### src/rtl/fetch_stage.sv
// fetch_stage
//
// Instruction-fetch stage sitting in front of the fetch/decode register.
// Owns the architectural PC and keeps at most one request outstanding to a
// variable-latency instruction memory. A response that decode cannot take
// is parked in a one-entry hold buffer. Redirects from later stages either
// drop the in-flight response (DRAIN) or restart fetch immediately. Fetch
// stops on a HALT opcode (instr[15:11] == 5'b00000) until the next redirect.
//
// Ports
//   clk          clock, all state changes on the rising edge
//   rst          asynchronous active-high reset
//   stall_in     downstream cannot accept this cycle
//   redirect     branch/jump taken, load redirect_pc
//   redirect_pc  redirect target, bit 0 forced to 0
//   imem_req     single-cycle request pulse to instruction memory
//   imem_addr    fetch address (the PC), meaningful while imem_req=1
//   imem_done    memory response strobe, at least one cycle after imem_req
//   imem_rdata   instruction word, valid with imem_done
//   instr        instruction to the F/D register (NOP_INSTR when valid=0)
//   pc_inc       PC+2 of the presented instruction
//   valid        instr/pc_inc carry a real instruction
//   halted       fetch stopped on HALT
//
// state   | meaning
// --------+----------------------------------------------------------------
// FETCH   | issue a request for PC this cycle
// WAIT    | one request outstanding, response is passed straight through
// HOLD    | response captured while decode stalls, re-presented each cycle
// DRAIN   | one request outstanding whose response will be thrown away
// HALTED  | HALT was accepted, no fetching until a redirect

module fetch_stage #(
    parameter logic [15:0] RESET_PC  = 16'h0000,
    parameter logic [15:0] NOP_INSTR = 16'h0800
) (
    input  logic        clk,
    input  logic        rst,
    input  logic        stall_in,
    input  logic        redirect,
    input  logic [15:0] redirect_pc,
    output logic        imem_req,
    output logic [15:0] imem_addr,
    input  logic        imem_done,
    input  logic [15:0] imem_rdata,
    output logic [15:0] instr,
    output logic [15:0] pc_inc,
    output logic        valid,
    output logic        halted
);

    typedef enum logic [2:0] {
        S_FETCH,
        S_WAIT,
        S_HOLD,
        S_DRAIN,
        S_HALTED
    } state_t;

    state_t      state;
    logic [15:0] pc;
    logic [15:0] hold_buf;

    logic [15:0] redirect_tgt;
    logic [15:0] pc_plus2;
    logic        offer;
    logic [15:0] offer_word;
    logic        offer_is_halt;

    always_comb begin
        redirect_tgt  = {redirect_pc[15:1], 1'b0};
        pc_plus2      = pc + 16'd2;
        // An instruction is on offer either straight from memory (WAIT)
        // or from the hold buffer (HOLD).
        offer         = ((state == S_WAIT) && imem_done) || (state == S_HOLD);
        offer_word    = (state == S_HOLD) ? hold_buf : imem_rdata;
        offer_is_halt = (offer_word[15:11] == 5'b00000);
    end

    // valid/instr must follow imem_done in the same cycle, so they are
    // decoded from the state rather than registered. imem_req is masked by
    // rst because reset parks the FSM in FETCH.
    always_comb begin
        imem_req  = (state == S_FETCH) && !rst;
        imem_addr = pc;
        valid     = offer && !redirect;
        instr     = valid ? offer_word : NOP_INSTR;
        pc_inc    = pc_plus2;
        halted    = (state == S_HALTED);
    end

    always_ff @(posedge clk or posedge rst) begin
        if (rst) begin
            state    <= S_FETCH;
            pc       <= RESET_PC;
            hold_buf <= '0;
        end else begin
            case (state)
                S_FETCH: begin
                    // The request for the old PC still goes out, so its
                    // response has to be drained before refetching.
                    if (redirect) begin
                        pc    <= redirect_tgt;
                        state <= S_DRAIN;
                    end else begin
                        state <= S_WAIT;
                    end
                end

                S_WAIT: begin
                    if (redirect) begin
                        pc    <= redirect_tgt;
                        state <= imem_done ? S_FETCH : S_DRAIN;
                    end else if (imem_done) begin
                        if (stall_in) begin
                            hold_buf <= imem_rdata;
                            state    <= S_HOLD;
                        end else if (offer_is_halt) begin
                            state <= S_HALTED;
                        end else begin
                            pc    <= pc_plus2;
                            state <= S_FETCH;
                        end
                    end
                end

                S_HOLD: begin
                    if (redirect) begin
                        pc       <= redirect_tgt;
                        hold_buf <= '0;
                        state    <= S_FETCH;
                    end else if (!stall_in) begin
                        if (offer_is_halt) begin
                            state <= S_HALTED;
                        end else begin
                            pc    <= pc_plus2;
                            state <= S_FETCH;
                        end
                    end
                end

                S_DRAIN: begin
                    // A redirect only retargets the PC here; the stale
                    // response still has to be swallowed. If it lands in
                    // the same cycle as the redirect it is consumed too,
                    // otherwise the FSM would wait for a response that
                    // never comes.
                    if (redirect) begin
                        pc <= redirect_tgt;
                    end
                    if (imem_done) begin
                        state <= S_FETCH;
                    end
                end

                S_HALTED: begin
                    if (redirect) begin
                        pc    <= redirect_tgt;
                        state <= S_FETCH;
                    end
                end

                default: begin
                    state <= S_FETCH;
                end
            endcase
        end
    end

endmodule

### config.mk
export PLATFORM = sky130hd
export DESIGN_NAME = fetch_stage
export DESIGN_NICKNAME = d
export VERILOG_FILES = /design/src/rtl/fetch_stage.sv
export SDC_FILE = /design/constraint.sdc
export NUM_CORES = 1
export LEC_CHECK = 0
export BUFFER_PORTS_ARGS = -buffer_cell sky130_fd_sc_hd__clkbuf_2
export CELL_PAD_IN_SITES_DETAIL_PLACEMENT = 0
export CELL_PAD_IN_SITES_GLOBAL_PLACEMENT = 2
export CORE_MARGIN = 2
export CORE_UTILIZATION = 24
export CTS_BUF_LIST = sky130_fd_sc_hd__clkbuf_8 sky130_fd_sc_hd__clkbuf_16
export CTS_CLUSTER_DIAMETER = 80
export CTS_CLUSTER_SIZE = 40
export DETAILED_ROUTE_END_ITERATION = 12
export GPL_ROUTABILITY_DRIVEN = 0
export HOLD_SLACK_MARGIN = 0.02
export PLACE_DENSITY_LB_ADDON = 0.3
export SETUP_SLACK_MARGIN = 0.1
export SYNTH_ARGS = -nofsm -noshare
export SYNTH_HDL_FRONTEND = slang
export SYNTH_SLANG_ARGS = --single-unit
### constraint.sdc
create_clock -name clk -period 1.95 [get_ports clk]
set_input_delay 0.195 -clock clk [delete_from_list [all_inputs] [get_ports clk]]
set_output_delay 0.195 -clock clk [all_outputs]
set_load 0.03 [all_outputs]
Yosys cells after proc, flatten, opt, wreduce, memory -nomap -nowiden
Cells that the tools add are included.
- equality and inequality tests: 13
- $add $sub $neg: 1
- reductions and logical operators: 14
- mux-type cells: 25
- operator list (operator ; count):
    2-to-1 mux 16 bit ; 12
    one-hot mux 16 bit (3 select lines) ; 1
    one-hot mux 16 bit (2 select lines) ; 1
    2-to-1 mux 3 bit ; 8
    adder 16 x 2 -> 16 bit (second input constant) ; 1
    one-hot mux 3 bit (5 select lines) ; 1
    != test 2 bit (second input constant) ; 6
    equality test 3 x 2 -> 1 bit (second input constant) ; 2
    != test 3 bit (second input constant) ; 2
    zero test 5 bit ; 1
    AND reduction 5 bit ; 1
    2-to-1 mux 2 bit ; 2
    AND reduction 4 bit ; 1
    equality test 3 x 1 -> 1 bit (second input constant) ; 1
    equality test 3 bit (second input constant) ; 1
    logical AND 1 bit ; 3
    zero test 3 bit ; 1
    AND reduction 3 bit ; 1
    nonzero test 3 bit ; 1
    OR reduction 3 bit ; 1
    zero test 1 bit ; 2
    != test 2 x 1 -> 1 bit (second input constant) ; 1
    nonzero test 2 bit ; 1
    logical OR 1 bit ; 1
- input bits: 37
- register bits after elaboration: 35

Depth between registers and ports, before layout
Gate-level depths: netlist (run 1).
- word-level depth: 8
- depth in mapped cells: 8

Worst setup path before layout (run 1)
OpenSTA, ideal clock, no wires.
- kind: register -> register
- from: reg pc[1], in the netlist imem_addr[1]
- to: reg pc[15], in the netlist imem_addr[15]
- arrival time: 2.195 ns
- buffers on the path: 0
- period minus slack after synthesis: 2.262 ns
- setup slack: -0.312 ns
- data required time: 1.884 ns
- stages on the path, launching flop included: 7
- cell sequence: dfrtp_1 > ha_1 > nand4_1 > nor4_1 > xor2_1 > o22ai_1 > o2bb2a_1
- cells in the longest elaborated chain, start to end: 6
- elaborated cells between the ends (all ways): 7
- classes of those cells: add/sub: 1; mux: 6
- ends and longest elaborated chain (what ; RTL line ; text):
    start: declaration ; 61 ; logic [15:0] pc;
    start signal: assignment ; 103 ; pc <= redirect_tgt;
    start signal: assignment ; 112 ; pc <= redirect_tgt;
    start signal: assignment ; 121 ; pc <= pc_plus2;
    adder 16 x 2 -> 16 bit (*) ; 72 ; pc_plus2 = pc + 16'd2;
    via pc_inc[15] ; 47 ; output logic [15:0] pc_inc,
    2-to-1 mux 16 bit (*) ; 118, 133 ;
    2-to-1 mux 16 bit (*) ; 115 ; if (stall_in) begin
    2-to-1 mux 16 bit ; 114 ; end else if (imem_done) begin
    2-to-1 mux 16 bit ; 111 ; if (redirect) begin
    one-hot mux 16 bit (3 select lines) (*) ; 98 ; case (state)
The timed path passes the listed nets; every way through them passes the cells marked *. The select of a mux whose other input is x is not followed.
A chain may end at the register's enable or synchronous reset.

Final worst setup path (run 1)
- from: reg pc[1], in the netlist imem_addr[1]
- to: out pc_inc[11]
- cells in the longest elaborated chain, start to end: 1
- ends and longest elaborated chain (what ; RTL line):
    adder 16 x 2 -> 16 bit ; 72
    end: declaration ; 47
Every way passes these cells.

==> impl_metrics.tcl, run 1 <==
set metrics [dict create \
    routed_wl_um 8180 \
    fin_tns_setup_ns 0 \
    grt_max_degree 35 \
    grt_pass1_vias 2466 \
    async_flop_share_pct 100 \
    first_pass_iters 4 \
    crit_fanout 3 \
    p_per_area_nw_per_um2 1750 \
    yosysSeqAreaShare_pct 38.3 \
    synth-edff-count 0 \
    cts_max_level 2 \
    ios 88 \
    peakVddDrop_mv 0.720 \
    drc_errors 0 \
    outcome "complete, no violations" \
    final_cell_mix "58 x clkbuf_2, 44 x buf_4, 35 x buf_6" \
    critical_path_class "flip-flop to output pin" \
    ys_top_cells_by_area "dfrtp_1 38%, nand2_1 8.3%, a22o_1 5.9%" \
    numCtsBuffers 5 \
    netlist_area_um2 2220 \
    netSwitchingFraction_pct 48.5 \
    final_common_cell "clkbuf_2" \
    setup_viol 0 \
    num_rows 35 \
    clock-skew-final_ns 0.00518 \
    reg2reg_depth 8 \
    required_ns 1.75 \
    antenna_cells 0 \
    wl_per_cell_um 15.9 \
    endpoint_kind "output pin" \
    finalMaxSlewViolations 0 \
    synth_area_leader_cell "dfrtp_1" \
    vias_per_cell 4.98 \
    p_int_mw 3.59 \
    track_usage_pct 16.1 \
    drtIter0Drc 80 \
    rsz0062_at_grt "yes" \
    cp_slowest_cell "dfrtp_2" \
    post-synth-top-area-fraction_pct 38.3 \
    die_y_um 100 \
    dp_cells 477 \
    cts_tree "done" \
    maxCapViolCount 0 \
    vias 2556 \
    p_sw_mw 3.38 \
    pwr-share-seq_pct 21.4 \
    finalHoldWorstSlack_ns 0.145 \
    design_area_um2 3970 \
    clockPowerShare_pct 8.9 \
    timing.fmax_mhz 517 \
    clk_pin_slew_worst_paths_ns 0.07 \
    dpl_worst_slack_ns -0.0408 \
    clk_latency_ns 0.29 \
    leakage_nw 1.85 \
    yosys_most_used_dff "dfrtp_1" \
    grt_overflow 0 \
    ant_nets 0 \
    syn_inst 266 \
    dieArea_um2 10000 \
    cp-start-kind "flip-flop" \
    placed_area_um2 3070 \
    hp-class "primary input to flip-flop" \
    fillers 955 \
    initial_core_util_pct 24.4 \
    stdcell_count 513 \
    die_x_um 100 \
    cts_buffer_depth 2 \
    fin_crit_ns 1.93 \
    power_frac_comb_pct 69.7 \
    clock-sinks 34 \
    root_buffer "clkbuf_8" \
    finalHoldViolations 0 \
    layout.nets 439 \
    numPortBuffers 84 \
    path_cells "ha_4, nand4_1, buf_4, nor3_4, xor2_2, clkbuf_8" \
    hpwl_um 5550 \
    ys.warnings.count 0 \
    cp_slowest_stage_delay_ns 0.39 \
    core_area_um2 9110 \
    grt_pass1_wl_um 12800 \
    period_share_pct 99.2 \
    syn2layout_area_growth_pct 78.8 \
    hold_depth 2 \
    yosysUniqueCellTypes 49 \
    arrival_ns 1.74 \
    ys_ff_latch 34 \
    finalWorstSetupSlack_ns 0.0165 \
    antenna_found_initial 0 \
    drive_above_1_share_pct 62.2 \
    syn_area_per_cell_um2 8.35 \
]
==> path summary, 6_finish.rpt <==
kind,endpoint,slack [ns],startpoint
worst max-delay path,pc_inc[11],0.02,imem_addr[1]
worst min-delay path,hold_buf[8],0.15,imem_rdata[8]
worst max register to register,imem_addr[8],0.15,imem_addr[1]
worst min register to register,hold_buf[10],0.53,hold_buf[10]
max in group asynchronous,imem_addr[1],1.04,rst
min in group asynchronous,hold_buf[8],0.56,rst
==> synth_stat cells, types with 4 or more instances <==
cell	n
o22a_1	5
xor2_1	7
nand2b_1	6
o22ai_1	10
nand2_1	49
a21oi_1	25
nor2_1	13
a22o_1	15
dfrtp_1	34
xnor2_1	6
nand3_1	9
clkbuf_1	16
a2bb2oi_1	5
nand4_1	4
inv_1	9
nor4_1	5
o31a_1	6
==> state kept, by name, summed over array words and instances, names as in the netlist <==
register / count
state: 3
hold_buf: 16
imem_addr: 15
==> worst max-delay path: cells and delay by family (launching register included) <==
kind | cells | cell delay (ns)
flops | 1 | 0.39
xor+xnor | 1 | 0.18
fa+ha+maj | 1 | 0.15
simple gates | 2 | 0.33
buf+inv | 2 | 0.40
==> power by group through the flow <==
| stage | logic [mW] | clock network, mW | registers (mW) |
|---|---|---|---|
| global route | 5.20 | 0.672 | 1.55 |
| finish | 4.86 | 0.622 | 1.49 |
| detailed placement | 3.69 | 0 | 1.43 |
| global placement | 3.68 | 0 | 1.43 |
| CTS | 4.25 | 0.632 | 1.44 |
| floorplan | 2.23 | 0 | 1.66 |
==> logic make-up after synthesis <==
logic type | after synthesis | share of synthesized area, %
mux | 2 | 0.901
xor+xnor | 13 | 5.12
fa+ha+maj | 1 | 0.563
flops | 34 | 38.3
other cells | 1 | 0.169
buf+inv | 30 | 5.97
compound gates | 81 | 26.6
simple gates | 104 | 22.4
==> metal layers <==
layer / up-vias / share of wire [%] / track usage, %
li1: 1224 / - / -
met1: 1270 / 48 / 23.3
met2: 56 / 46 / 25.6
met3: 6 / 4.3 / 2.37
met4: 0 / 0.93 / 3.48
met5: - / 0 / 0
==> per-stage QoR <==
step | utilization, % | total power [mW]
after global placement | 33.7 | 5.11
after global routing | 43.6 | 7.42
after floorplan | - | 3.90
final | 43.6 | 6.97
after detailed placement | 33.7 | 5.12
after CTS | 38.9 | 6.32
==> repair_timing <==
action | 4_1_cts | 5_1_grt
hold endpoints to repair | 8 | 0
hold buffers | 1 | 0
setup endpoints to repair | 34 | 40
setup buffers | 9 | 15
pin swaps | 9 | 44
gates cloned | 3 | 0
gates resized for setup | 66 | 115
==> area by class of cell <==
cell class | instances | area (µm²) | area share, %
Clock buffer | 8 | 110 | 2.77
Tap cell | 111 | 139 | 3.49
Sequential cell | 34 | 868 | 21.9
Multi-Input combinational cell | 203 | 1650 | 41.6
Inverter | 9 | 33.8 | 0.850
Timing Repair Buffer | 148 | 1170 | 29.5
Power figures use the tool's default switching activity.
==> run 2: changes to the inputs <==
--- a/config.mk
+++ b/config.mk
@@ -19,2 +19,3 @@
 export PLACE_DENSITY_LB_ADDON = 0.3
+export RECOVER_POWER = 100
 export SETUP_SLACK_MARGIN = 0.1
==> constraint.sdc (replaced) <==
create_clock -name clk -period 1.95 [get_ports clk]
set_input_delay 0.0975 -clock clk [delete_from_list [all_inputs] [get_ports clk]]
set_output_delay 0.0975 -clock clk [all_outputs]
set_load 0.03 [all_outputs]
==> run 2 against run 1 <==
Compared with the run above: sequential power down 4%; design area shrank 12%; critical endpoint is now imem_addr[7]; cell count shrank 2.9%; fmax rose by 2.4%; clock skew up 0.0056 ns; register-to-register slack worse by 0.09 ns; critical path type is now flip-flop to flip-flop; sequential share of layout area up 2.9 points; utilization shrank 5.2 points; critical path depth stayed put; via count shrank 4.3%.
==> impl_metrics.tcl, run 2 (synthesis gave the netlist of run 1 again) <==
set metrics [dict create \
    die_x_um 100 \
    num_rows 35 \
    hp-class "primary input to flip-flop" \
    timing.rr.end "imem_addr[7]" \
    final_cell_mix "47 x nand2_1, 46 x clkbuf_2, 41 x buf_4" \
    finalMaxSlewViolations 0 \
    routed_wl_um 8000 \
    cts_buffer_depth 2 \
    dp_cells 471 \
    layout.nets 424 \
    endpoint_kind "flip-flop" \
    hp-start "imem_rdata[9]" \
    drive_above_1_share_pct 44.7 \
    numCtsBuffers 5 \
    rsz0062_at_grt "yes" \
    tightest_slew_ns 0.932 \
    final_common_cell "nand2_1" \
    grt_overflow 0 \
    period_share_pct 96.9 \
    finalHoldWorstSlack_ns 0.0383 \
    setup_viol 0 \
    drc_errors 0 \
    fin_tns_setup_ns 0 \
    track_usage_pct 15.7 \
    maxCapViolCount 0 \
    cts_tree "done" \
    startpoint "state[0]" \
    crit_buf_inv 1 \
    largest_register_ffs 16 \
    required_ns 2.12 \
    min_to "hold_buf[9]" \
    cp_slowest_cell "dfrtp_1" \
    final_util_pct 38.4 \
    hold_depth 2 \
    power_frac_comb_pct 66.6 \
    vias_per_cell 4.91 \
    crit_fanout 5 \
    critical_path_class "flip-flop to flip-flop" \
    timing.fmax_mhz 529 \
    wl_per_cell_um 16.1 \
    antenna_cells 0 \
    initial_core_util_pct 24.4 \
    slew_headroom_pct 37.8 \
    p_per_area_nw_per_um2 1800 \
    clock-skew-final_ns 0.0108 \
    r2r_slack_ns 0.06 \
    grt_pass1_vias 2404 \
    cp_slowest_stage_delay_ns 0.47 \
    clk_pin_slew_worst_paths_ns 0.09 \
    dieArea_um2 10000 \
    p_int_mw 3.12 \
    p_sw_mw 3.16 \
    leakage_nw 1.59 \
    core_area_um2 9110 \
    clk_latency_ns 0.29 \
    arrival_ns 2.06 \
    cp-start-kind "flip-flop" \
    grt_pass1_wl_um 12500 \
    clockPowerShare_pct 10.7 \
    stdcell_count 498 \
    clock-sinks 34 \
    antenna_found_initial 0 \
    fin_crit_ns 1.89 \
    peakVddDrop_mv 0.715 \
    regMostFlops "hold_buf" \
    first_pass_iters 5 \
    ant_nets 0 \
    finalHoldViolations 0 \
    path_cells "nor3b_2, or3_4, nand2_4, clkbuf_4, o31a_1, o22a_1" \
    hpwl_um 5510 \
    netSwitchingFraction_pct 50.2 \
    r2r_start "state[0]" \
    die_y_um 100 \
    syn2layout_area_growth_pct 57.4 \
    cts_max_level 2 \
    grt_max_degree 35 \
    numPortBuffers 84 \
    outcome "complete, no violations" \
    root_buffer "clkbuf_8" \
    vias 2446 \
    reg2reg_depth 6 \
    drtIter0Drc 83 \
    pwr-share-seq_pct 22.7 \
    cp_top_family "simple AND/OR/NAND/NOR gates" \
    ios 88 \
]
-- run 2: metrics by stage --
| stage | worst slack, ns | power (mW) | instance area (µm²) |
|---|---|---|---|
| floorplan | 0.0732 | 3.94 | 2350 |
| global placement | 0.0381 | 5.10 | 3050 |
| detailed placement | 0.0161 | 5.11 | 3050 |
| CTS | 0.0192 | 6.04 | 3310 |
| global route | -0.00652 | 6.74 | 3500 |
| finish | 0.0610 | 6.28 | 3500 |
-- run 2: per-layer routing --
metal | track usage, % | share of wire (%) | vias to the layer above | wire length [µm]
met5 | 0 | 0 | - | 0
met4 | 4.11 | 0.80 | 0 | 64
met3 | 2.92 | 5.1 | 4 | 404
met2 | 23.9 | 46 | 68 | 3650
met1 | 22.9 | 48 | 1175 | 3880
li1 | - | - | 1199 | -
-- run 2: worst register-to-register path: stages, from the launching register on --
cell	delay, ns
dfrtp_1	0.47
nor3b_2	0.35
or3_4	0.23
nand2_4	0.06
clkbuf_4	0.18
o31a_1	0.30
o22a_1	0.18
-- run 2: how the worst max path moves through the flow --
stage | slack, ns | cells after the start | to
after floorplan | 0.07 | 6 | imem_addr[14]
after global placement | 0.04 | 6 | imem_addr[5]
after detailed placement | 0.02 | 6 | imem_addr[5]
after CTS | 0.02 | 5 | pc_inc[15]
after global routing | -0.007 | 5 | pc_inc[11]
final | 0.06 | 6 | imem_addr[7]
-- run 2: cell type report --
cell class	count	area, µm²
fillers	1015	5610
multi-input cells	203	1470
repair buffers	133	876
flip-flops and latches	34	867
well taps	111	139
clock buffers	5	68.8
clock inverters	3	45.0
inverters	9	33.8
-- run 2: power by group through the flow --
stage          Clock [mW]  Sequential, mW  Combinational, mW
6_report            0.671            1.43               4.18
5_1_grt             0.729            1.49               4.52
3_5_place_dp            0            1.46               3.65
3_3_place_gp            0            1.46               3.64
4_1_cts             0.698            1.45               3.88
2_1_floorplan           0            1.67               2.27
-- run 2: what timing repair did --
action / in CTS / in global routing
endpoints found under the setup margin: 30 / 34
hold buffers: 1 / 0
gates resized for setup: 21 / 85
pin swaps: 6 / 14
cloned: 1 / 3
endpoints found under the hold margin: 34 / 0
setup buffers: 6 / 8
==> run 3: changes to the inputs <==
Settings changed: BUFFER_PORTS_ARGS -buffer_cell sky130_fd_sc_hd__clkbuf_2 to -buffer_cell sky130_fd_sc_hd__buf_4.
==> run 3 against run 2 <==
Compared with the run above: critical path depth is the same; clock power is 0.7% lower; fmax is 1.8% higher; worst setup slack improved by 0.034 ns; routed wire length up 0.14%; non-clock buffer count shrank 3; hold slack lost 0.0053 ns.
==> impl_metrics.tcl, run 3 (synthesis gave the netlist of run 1 again) <==
set metrics [dict create \
    finalMaxSlewViolations 0 \
    first_pass_iters 4 \
    fillers 984 \
    ios 88 \
    cts_tree "done" \
    fin_tns_setup_ns 0 \
    period_share_pct 95.1 \
    final_util_pct 38.1 \
    maxCapViolCount 0 \
    outcome "complete, no violations" \
    antenna_found_initial 0 \
    cts_max_level 2 \
    finalHoldViolations 0 \
    numCtsBuffers 5 \
    design_area_um2 3470 \
    root_buffer "clkbuf_8" \
    leakage_nw 1.58 \
    final_common_cell "buf_4" \
    stdcell_count 495 \
    timing.fmax_mhz 539 \
    cp-start-kind "flip-flop" \
    vias 2472 \
    grt_pass1_wl_um 12000 \
    initial_core_util_pct 24.4 \
    drc_errors 0 \
    finalHoldWorstSlack_ns 0.0330 \
    dpl_worst_slack_ns -0.00679 \
    largest_register_ffs 16 \
    regMostFlops "hold_buf" \
    fin_crit_ns 1.85 \
    dieArea_um2 10000 \
    critical_path_class "flip-flop to output pin" \
    clk_pin_slew_worst_paths_ns 0.08 \
    wl_per_cell_um 16.2 \
    setup_viol 0 \
    finalPower_mw 6.16 \
    vias_per_cell 4.99 \
    track_usage_pct 15.2 \
    p_per_area_nw_per_um2 1770 \
    layout.nets 421 \
    num_rows 35 \
    cts_buffer_depth 2 \
    die_y_um 100 \
    crit_fanout 8 \
    clock-skew-final_ns 0.00856 \
    endpoint_kind "output pin" \
    finalWorstSetupSlack_ns 0.0950 \
    final_cell_mix "80 x buf_4, 48 x nand2_1, 24 x dfrtp_1" \
    rsz0062_at_grt "yes" \
    ant_nets 0 \
    hp-class "primary input to flip-flop" \
    drive_above_1_share_pct 41.9 \
    routed_wl_um 8010 \
    placed_area_um2 3240 \
    grt_pass1_vias 2265 \
    clk_latency_ns 0.29 \
    die_x_um 100 \
    antenna_cells 0 \
    peakVddDrop_mv 0.659 \
    slew_headroom_pct 37.8 \
    numPortBuffers 84 \
    core_area_um2 9110 \
    required_ns 1.85 \
    drtIter0Drc 82 \
    tightest_slew_ns 0.932 \
    grt_max_degree 35 \
    hpwl_um 5620 \
    clock-sinks 34 \
    dp_cells 469 \
    grt_overflow 0 \
    arrival_ns 1.76 \
    syn2layout_area_growth_pct 56.3 \
]
==> run 3: worst paths after layout <==
kind / depth (start not counted) / slack (ns) / endpoint / startpoint
max in group asynchronous: 4 / 0.65 / imem_addr[2] / rst
min in group asynchronous: 4 / 0.64 / hold_buf[9] / rst
min: 2 / 0.03 / hold_buf[3] / imem_rdata[3]
max: 6 / 0.1 / instr[3] / state[0]
max reg2reg: 6 / 0.12 / imem_addr[12] / state[0]
min reg2reg: 1 / 0.50 / hold_buf[7] / hold_buf[7]
==> run 3: power by group <==
part,internal [mW],total (mW),switching (mW)
clock,0.380,0.666,0.285
combinational,1.62,4.05,2.43
sequential,1.06,1.43,0.377
total,3.06,6.16,3.10
==> run 3: metal layers <==
metal	up-vias	global-route usage, %	routed length (µm)
li1	1198	-	-
met1	1196	22.8	3890
met2	76	22.9	3750
met3	2	2.44	352
met4	0	3.79	10
met5	-	0	0
==> run 3: worst max-delay path, cell delays in order, from the launching register on <==
cell,delay [ns]
dfrtp_2,0.47
nor2b_1,0.21
buf_4,0.20
o21ai_4,0.08
buf_4,0.19
a21oi_1,0.11
buf_2,0.20
==> run 3: final cells by class <==
| cell class | count | area, µm² | area share [%] |
|---|---|---|---|
| multi-input combinational | 203 | 1420 | 40.8 |
| timing repair buffer | 130 | 906 | 26.1 |
| sequential | 34 | 863 | 24.9 |
| tap | 111 | 139 | 4.00 |
| clock buffer | 5 | 68.8 | 1.98 |
| clock inverter | 3 | 45.0 | 1.30 |
| inverter | 9 | 33.8 | 0.973 |
==> run 3: repair_timing <==
item,CTS,global route
hold endpoints to repair,34,0
buffers inserted,7,9
pin swaps,6,7
setup endpoints to repair,28,40
gates cloned,0,1
hold buffers,1,0
gates resized for setup,13,23
